### src/rtl/pulse_scheduler_pkg.sv
// Shared types and helpers for the pulse scheduler.
//   pulse_scheduler_state_t : IDLE / PULSE / GAP sequencing states
//   channel_index_width()   : width of a channel index, never below 1 bit
package pulse_scheduler_pkg;

    typedef enum logic [1:0] {
        IDLE  = 2'd0,
        PULSE = 2'd1,
        GAP   = 2'd2
    } pulse_scheduler_state_t;

    function automatic int channel_index_width(input int channels);
        return (channels <= 1) ? 1 : $clog2(channels);
    endfunction

endpackage

### src/rtl/round_robin_arbiter.sv
// Combinational round-robin arbiter.
//   req_i         : request vector, one bit per requester
//   last_grant_i  : index granted most recently; search starts just above it
//   grant_valid_o : at least one request present
//   grant_idx_o   : first requester found after last_grant_i, wrapping
module round_robin_arbiter #(
    parameter int N  = 3,
    parameter int IW = 2
) (
    input  logic [N-1:0]  req_i,
    input  logic [IW-1:0] last_grant_i,
    output logic          grant_valid_o,
    output logic [IW-1:0] grant_idx_o
);

    // Two descending passes: the lower bank (indices <= last grant) is the
    // fallback, the upper bank (indices > last grant) overrides it. Scanning
    // downwards leaves the lowest index of the winning bank in place.
    always_comb begin
        grant_valid_o = 1'b0;
        grant_idx_o   = '0;
        for (int i = N - 1; i >= 0; i--) begin
            if (req_i[i] && (i <= int'(last_grant_i))) begin
                grant_valid_o = 1'b1;
                grant_idx_o   = IW'(i);
            end
        end
        for (int i = N - 1; i >= 0; i--) begin
            if (req_i[i] && (i > int'(last_grant_i))) begin
                grant_valid_o = 1'b1;
                grant_idx_o   = IW'(i);
            end
        end
    end

endmodule

### src/rtl/pulse_scheduler.sv
// Multi-channel pulse scheduler: counts per-channel request cycles and
// replays them one at a time as isolated single-cycle pulses.
//   clock         : rising-edge clock
//   resetn        : asynchronous active-low reset
//   pulse_in      : per-channel request, one pulse per high cycle
//   busy          : per-channel pending counter is saturated
//   pulse_out     : registered single-cycle output pulse
//   pulse_channel : registered source index of the current/last pulse
//
// state | meaning
// IDLE  | nothing pending, waiting for a request
// PULSE | pulse_out high for the granted channel
// GAP   | mandatory low cycle; next grant evaluated here
module pulse_scheduler
    import pulse_scheduler_pkg::*;
#(
    parameter  int CHANNELS            = 3,
    parameter  int PULSE_COUNTER_WIDTH = 3,
    localparam int CHANNEL_INDEX_WIDTH = channel_index_width(CHANNELS)
) (
    input  logic                           clock,
    input  logic                           resetn,
    input  logic [CHANNELS-1:0]            pulse_in,
    output logic [CHANNELS-1:0]            busy,
    output logic                           pulse_out,
    output logic [CHANNEL_INDEX_WIDTH-1:0] pulse_channel
);

    localparam int CIW = CHANNEL_INDEX_WIDTH;
    localparam int W   = PULSE_COUNTER_WIDTH;
    localparam logic [W-1:0] CNT_MAX = '1;
    localparam logic [W-1:0] CNT_ONE = W'(1);

    pulse_scheduler_state_t state_q, state_d;
    logic [W-1:0]           count_q [CHANNELS];
    logic [W-1:0]           count_d [CHANNELS];
    logic [CIW-1:0]         last_grant_q;
    logic                   pulse_out_q;
    logic [CIW-1:0]         pulse_channel_q;

    logic [CHANNELS-1:0]    pending;
    logic [CHANNELS-1:0]    granted;
    logic                   grant_valid;
    logic [CIW-1:0]         grant_idx;
    logic                   grant_en;

    // A fresh request counts as pending in its own cycle so that an idle
    // scheduler can answer with one cycle of latency.
    always_comb begin
        pending = '0;
        busy    = '0;
        for (int i = 0; i < CHANNELS; i++) begin
            pending[i] = (count_q[i] != '0) | pulse_in[i];
            busy[i]    = (count_q[i] == CNT_MAX);
        end
    end

    round_robin_arbiter #(
        .N  (CHANNELS),
        .IW (CIW)
    ) u_arbiter (
        .req_i         (pending),
        .last_grant_i  (last_grant_q),
        .grant_valid_o (grant_valid),
        .grant_idx_o   (grant_idx)
    );

    always_comb begin
        state_d  = state_q;
        grant_en = 1'b0;
        unique case (state_q)
            IDLE, GAP: begin
                if (grant_valid) begin
                    grant_en = 1'b1;
                    state_d  = PULSE;
                end else begin
                    state_d  = IDLE;
                end
            end
            PULSE:   state_d = GAP;
            default: state_d = IDLE;
        endcase
    end

    // A grant coinciding with a new request leaves the count untouched, so
    // a saturated channel that is being served loses nothing.
    always_comb begin
        granted = '0;
        for (int i = 0; i < CHANNELS; i++) begin
            granted[i] = grant_en && (grant_idx == CIW'(i));
            count_d[i] = count_q[i];
            if (pulse_in[i] && !granted[i]) begin
                if (!busy[i]) begin
                    count_d[i] = count_q[i] + CNT_ONE;
                end
            end else if (granted[i] && !pulse_in[i]) begin
                count_d[i] = count_q[i] - CNT_ONE;
            end
        end
    end

    always_ff @(posedge clock or negedge resetn) begin
        if (!resetn) begin
            state_q         <= IDLE;
            count_q         <= '{default: '0};
            last_grant_q    <= CIW'(CHANNELS - 1);
            pulse_out_q     <= 1'b0;
            pulse_channel_q <= '0;
        end else begin
            state_q     <= state_d;
            count_q     <= count_d;
            pulse_out_q <= grant_en;
            if (grant_en) begin
                last_grant_q    <= grant_idx;
                pulse_channel_q <= grant_idx;
            end
        end
    end

    assign pulse_out     = pulse_out_q;
    assign pulse_channel = pulse_channel_q;

endmodule

### config.mk
export PLATFORM = sky130hd
export DESIGN_NAME = pulse_scheduler
export DESIGN_NICKNAME = d
export VERILOG_FILES = /design/src/rtl/pulse_scheduler_pkg.sv /design/src/rtl/round_robin_arbiter.sv /design/src/rtl/pulse_scheduler.sv
export SDC_FILE = /design/constraint.sdc
export NUM_CORES = 1
export LEC_CHECK = 0
export ABC_AREA = 1
export CORE_ASPECT_RATIO = 1.1
export CORE_MARGIN = 3
export CORE_UTILIZATION = 57
export DETAILED_ROUTE_END_ITERATION = 12
export PLACE_DENSITY = 0.87
export SETUP_SLACK_MARGIN = 0.5
export SLEW_MARGIN = 40
export SYNTH_ARGS = -nofsm -noshare
export SYNTH_HDL_FRONTEND = slang
export SYNTH_SLANG_ARGS = --single-unit
### constraint.sdc
create_clock -name clock -period 3.3 [get_ports clock]
set_input_delay 0.825 -clock clock [delete_from_list [all_inputs] [get_ports clock]]
set_output_delay 0.825 -clock clock [all_outputs]
set_load 0.02 [all_outputs]
==> metrics.txt <==
status=completed; Starting DRT DRC Count=16; IO buf count=10; post-synth top area cell=dfrtp_1; library cells used by synthesis=23; fraction of layout cells with a size suffix above 1=approximately 16%; cts bufs inserted=3; crit path buf inv count=4; CP endpoint kind=register; wire per inst=11.7 um; final std cells w/o fill=roughly 140; Vias=735; pwr dens=between 1000 and 1500 nW/um^2; synth top area cells=dfrtp_1, nand2_1, inv_1, fa_1, nand3_1; post-synth top area share=34.0%; R2R Path Start=count_q[3]$_DFFE_PN0P_; Worst slew margin=61.2%; reg2reg setup slack=around 1.2 ns; slew of the pin with the lowest slew margin=0.580 ns; register area share after synthesis=37.0%; Die X=around 44 um; # setup viols final=0; crit path launch type=input pin; clock slew at reported path FFs=0.08 ns; Vias per Instance=between 5 and 6; RR Endpoint=count_q[2]$_DFFE_PN0P_; routed wire length=around 1.6 mm; worst min path class=reg -> reg; drt pass-1 iters=5; num ports=11; initial antenna violation count=0; async set-reset flop share out of synthesis=100%; Ys Warns=0; Final Hold Vio Count=0; Overall Power=between 1 and 1.5 mW; Clock Tree Root=clkbuf_4; Slowest cell on crit path=clkdlybuf4s50_1; CP peak stage delay=around 0.47 ns; WP depth=14; pin count of the biggest net entering global routing=14; Worst Skew=roughly 0.0013 ns; crit-path cells=clkdlybuf4s50_1 -> nor2_1 -> nand2_1 -> nor2_2 -> a21oi_4 -> nand3_4 -> clkinv_2 -> nor2_1 -> inv_1 -> fa_1 -> inv_1 -> nand2_2 -> nand3b_1 -> nand2_1; post-synthesis net count=120; antenna viol nets, final=0; largest delay contributor family on the critical path=simple AND/OR/NAND/NOR gates; CTS H-tree lvls=1; Final period util=roughly four fifths; critical path class=in -> reg; clk_lat worst skew=0.28 ns; vias in the first global route=slightly below 700; fmax=382 MHz; Congestion Overflow GR=0; Worst R2R Path Depth=13; Worst Path Arrival=around 2.8 ns; TritonCTS clock tree=yes; all-layer global routing usage=19.3%; Layout area overhead=16.0%; Synth Area per Inst=between 7 and 8 sq um; hold path depth=2; CORE AREA=about 1400 sq um; Lkg Pwr=approximately 0.55 nW; DRC=0; EDFF count, synth=0; fin crit period=approximately 2.6 ns; CTS hold repair buffers=0; synthesized area=around 880 sq um; DIE AREA=approximately 2100 sq um; # diodes=0; Max-cap violations=0; Die Height=approximately 47 um; clock tree buffer depth=2; Post-CTS Setup Repair Bufs=0; Clock Sinks=13; initial cell density of the core=between 60 and 70%; DP Cell Count=137; Fillers=between 100 and 150; synthesized instance count=between 100 and 150; first-pass GRT wire length=just under 3 mm; CP Max Fanout=7; Max IR drop VDD=about 0.00049 V; Worst Hold Launch=count_q[8]$_DFFE_PN0P_; setup TNS=0 ns; RSZ-0062 raised after global routing=false; most common cell in the netlist=nand2_1; Pins Over Slew Limit=0; Yosys reg bits=13; final net count=134; Worst Path Required=about 3.5 ns; most frequent cells after synthesis=nand2_1, inv_1, dfrtp_1, nor2_1, nand3_1; post-detail-place hpwl=about 1.3 mm; top_reg_cell synth=dfrtp_1; # rows=14; Hold EP=count_q[8]$_DFFE_PN0P_; GP Congestion=roughly 0.74
-- cells by family after synthesis --
family	share of synthesized area [%]
flops	37.0
fa+ha+maj	6.81
simple gates	39.1
xor+xnor	2.84
compound gates	5.11
buf+inv	9.08
-- cells in the final DEF, fill, tap and decap left out --
| cell type | count |
|---|---|
| xor2_1 | 1 |
| clkbuf_1 | 1 |
| nand3_4 | 1 |
| nand2_4 | 3 |
| clkbuf_4 | 3 |
| nand3_2 | 2 |
| dfrtp_1 | 12 |
| inv_1 | 18 |
| o21ai_2 | 1 |
| nor2_2 | 2 |
| nor3_1 | 1 |
| nand3_1 | 7 |
| xor2_2 | 1 |
| o21ai_1 | 1 |
| clkinv_2 | 1 |
| a21oi_4 | 1 |
| o21ai_0 | 3 |
| dfstp_2 | 1 |
| nand4_1 | 2 |
| dlymetal6s2s_1 | 1 |
| nand2_1 | 34 |
| nor2_1 | 9 |
| clkdlybuf4s50_1 | 9 |
| nand3b_1 | 3 |
| nand2_2 | 4 |
| fa_1 | 3 |
-- where the power goes --
part | switching (mW) | leakage, nW | internal, mW
clock | 0.0555 | 0.0150 | 0.0470
sequential | 0.0871 | 0.157 | 0.247
combinational | 0.375 | 0.381 | 0.253
total | 0.518 | 0.553 | 0.547
-- per-stage QoR --
step | setup WS, ns | area [sq um] | util, % | hold WS, ns
6_report | 0.685 | 1020 | 72.1 | 0.509
5_1_grt | 0.552 | 1020 | 72.1 | 0.538
4_1_cts | 0.590 | 1020 | 72.0 | 0.512
3_5_place_dp | 0.301 | 995 | 70.1 | 0.491
3_3_place_gp | 0.391 | 995 | 70.1 | 0.479
2_1_floorplan | 1.03 | 882 | - | 0.462
-- state kept, by name (all words and copies together), names as in the netlist --
name	count
state_q	1
last_grant_q	2
count_q	9
pulse_channel	1
-- worst max-delay path by stage --
stage               slack, ns                     end   startpoint
floorplan                1.03  count_q[2]$_DFFE_PN0P_  pulse_in[1]
global placement         0.39  count_q[2]$_DFFE_PN0P_  pulse_in[1]
detailed placement       0.30  count_q[2]$_DFFE_PN0P_  pulse_in[1]
CTS                      0.59  count_q[2]$_DFFE_PN0P_  pulse_in[1]
global route             0.55  count_q[2]$_DFFE_PN0P_  pulse_in[2]
finish                   0.69  count_q[2]$_DFFE_PN0P_  pulse_in[0]
-- per-layer routing --
| layer | track usage, % | share of wire, % | vias to the layer above |
|---|---|---|---|
| met5 | 0 | 0 | - |
| li1 | - | - | 372 |
| met2 | 31.9 | 49 | 16 |
| met1 | 25.0 | 46 | 342 |
| met3 | 3.45 | 2.7 | 5 |
| met4 | 9.04 | 2.2 | 0 |
-- timing repair --
item,CTS,global route
resized for setup,0,1
endpoints found under the setup margin,0,3
hold endpoints to repair,0,0
-- layout make-up --
type                    count  area [sq um]  share of cell area, %
inverters                  19          72.6                   7.09
multi-input cells          79           475                   46.5
clock buffers               4          26.3                   2.57
flip-flops and latches     13           327                   31.9
repair buffers             10           103                   10.0
well taps                  16          20.0                   1.96
-- worst register-to-register path, delay by kind of cell, from the launching register on --
family                   cells  cell delay [ns]
AO/OA/AOI/OAI                1             0.13
adder cells (fa/ha/maj)      1             0.38
buffers and inverters        3             0.22
flip-flops                   1             0.44
AND/OR/NAND/NOR              8             0.82
Note: power is estimated with default switching activity, not from simulation.
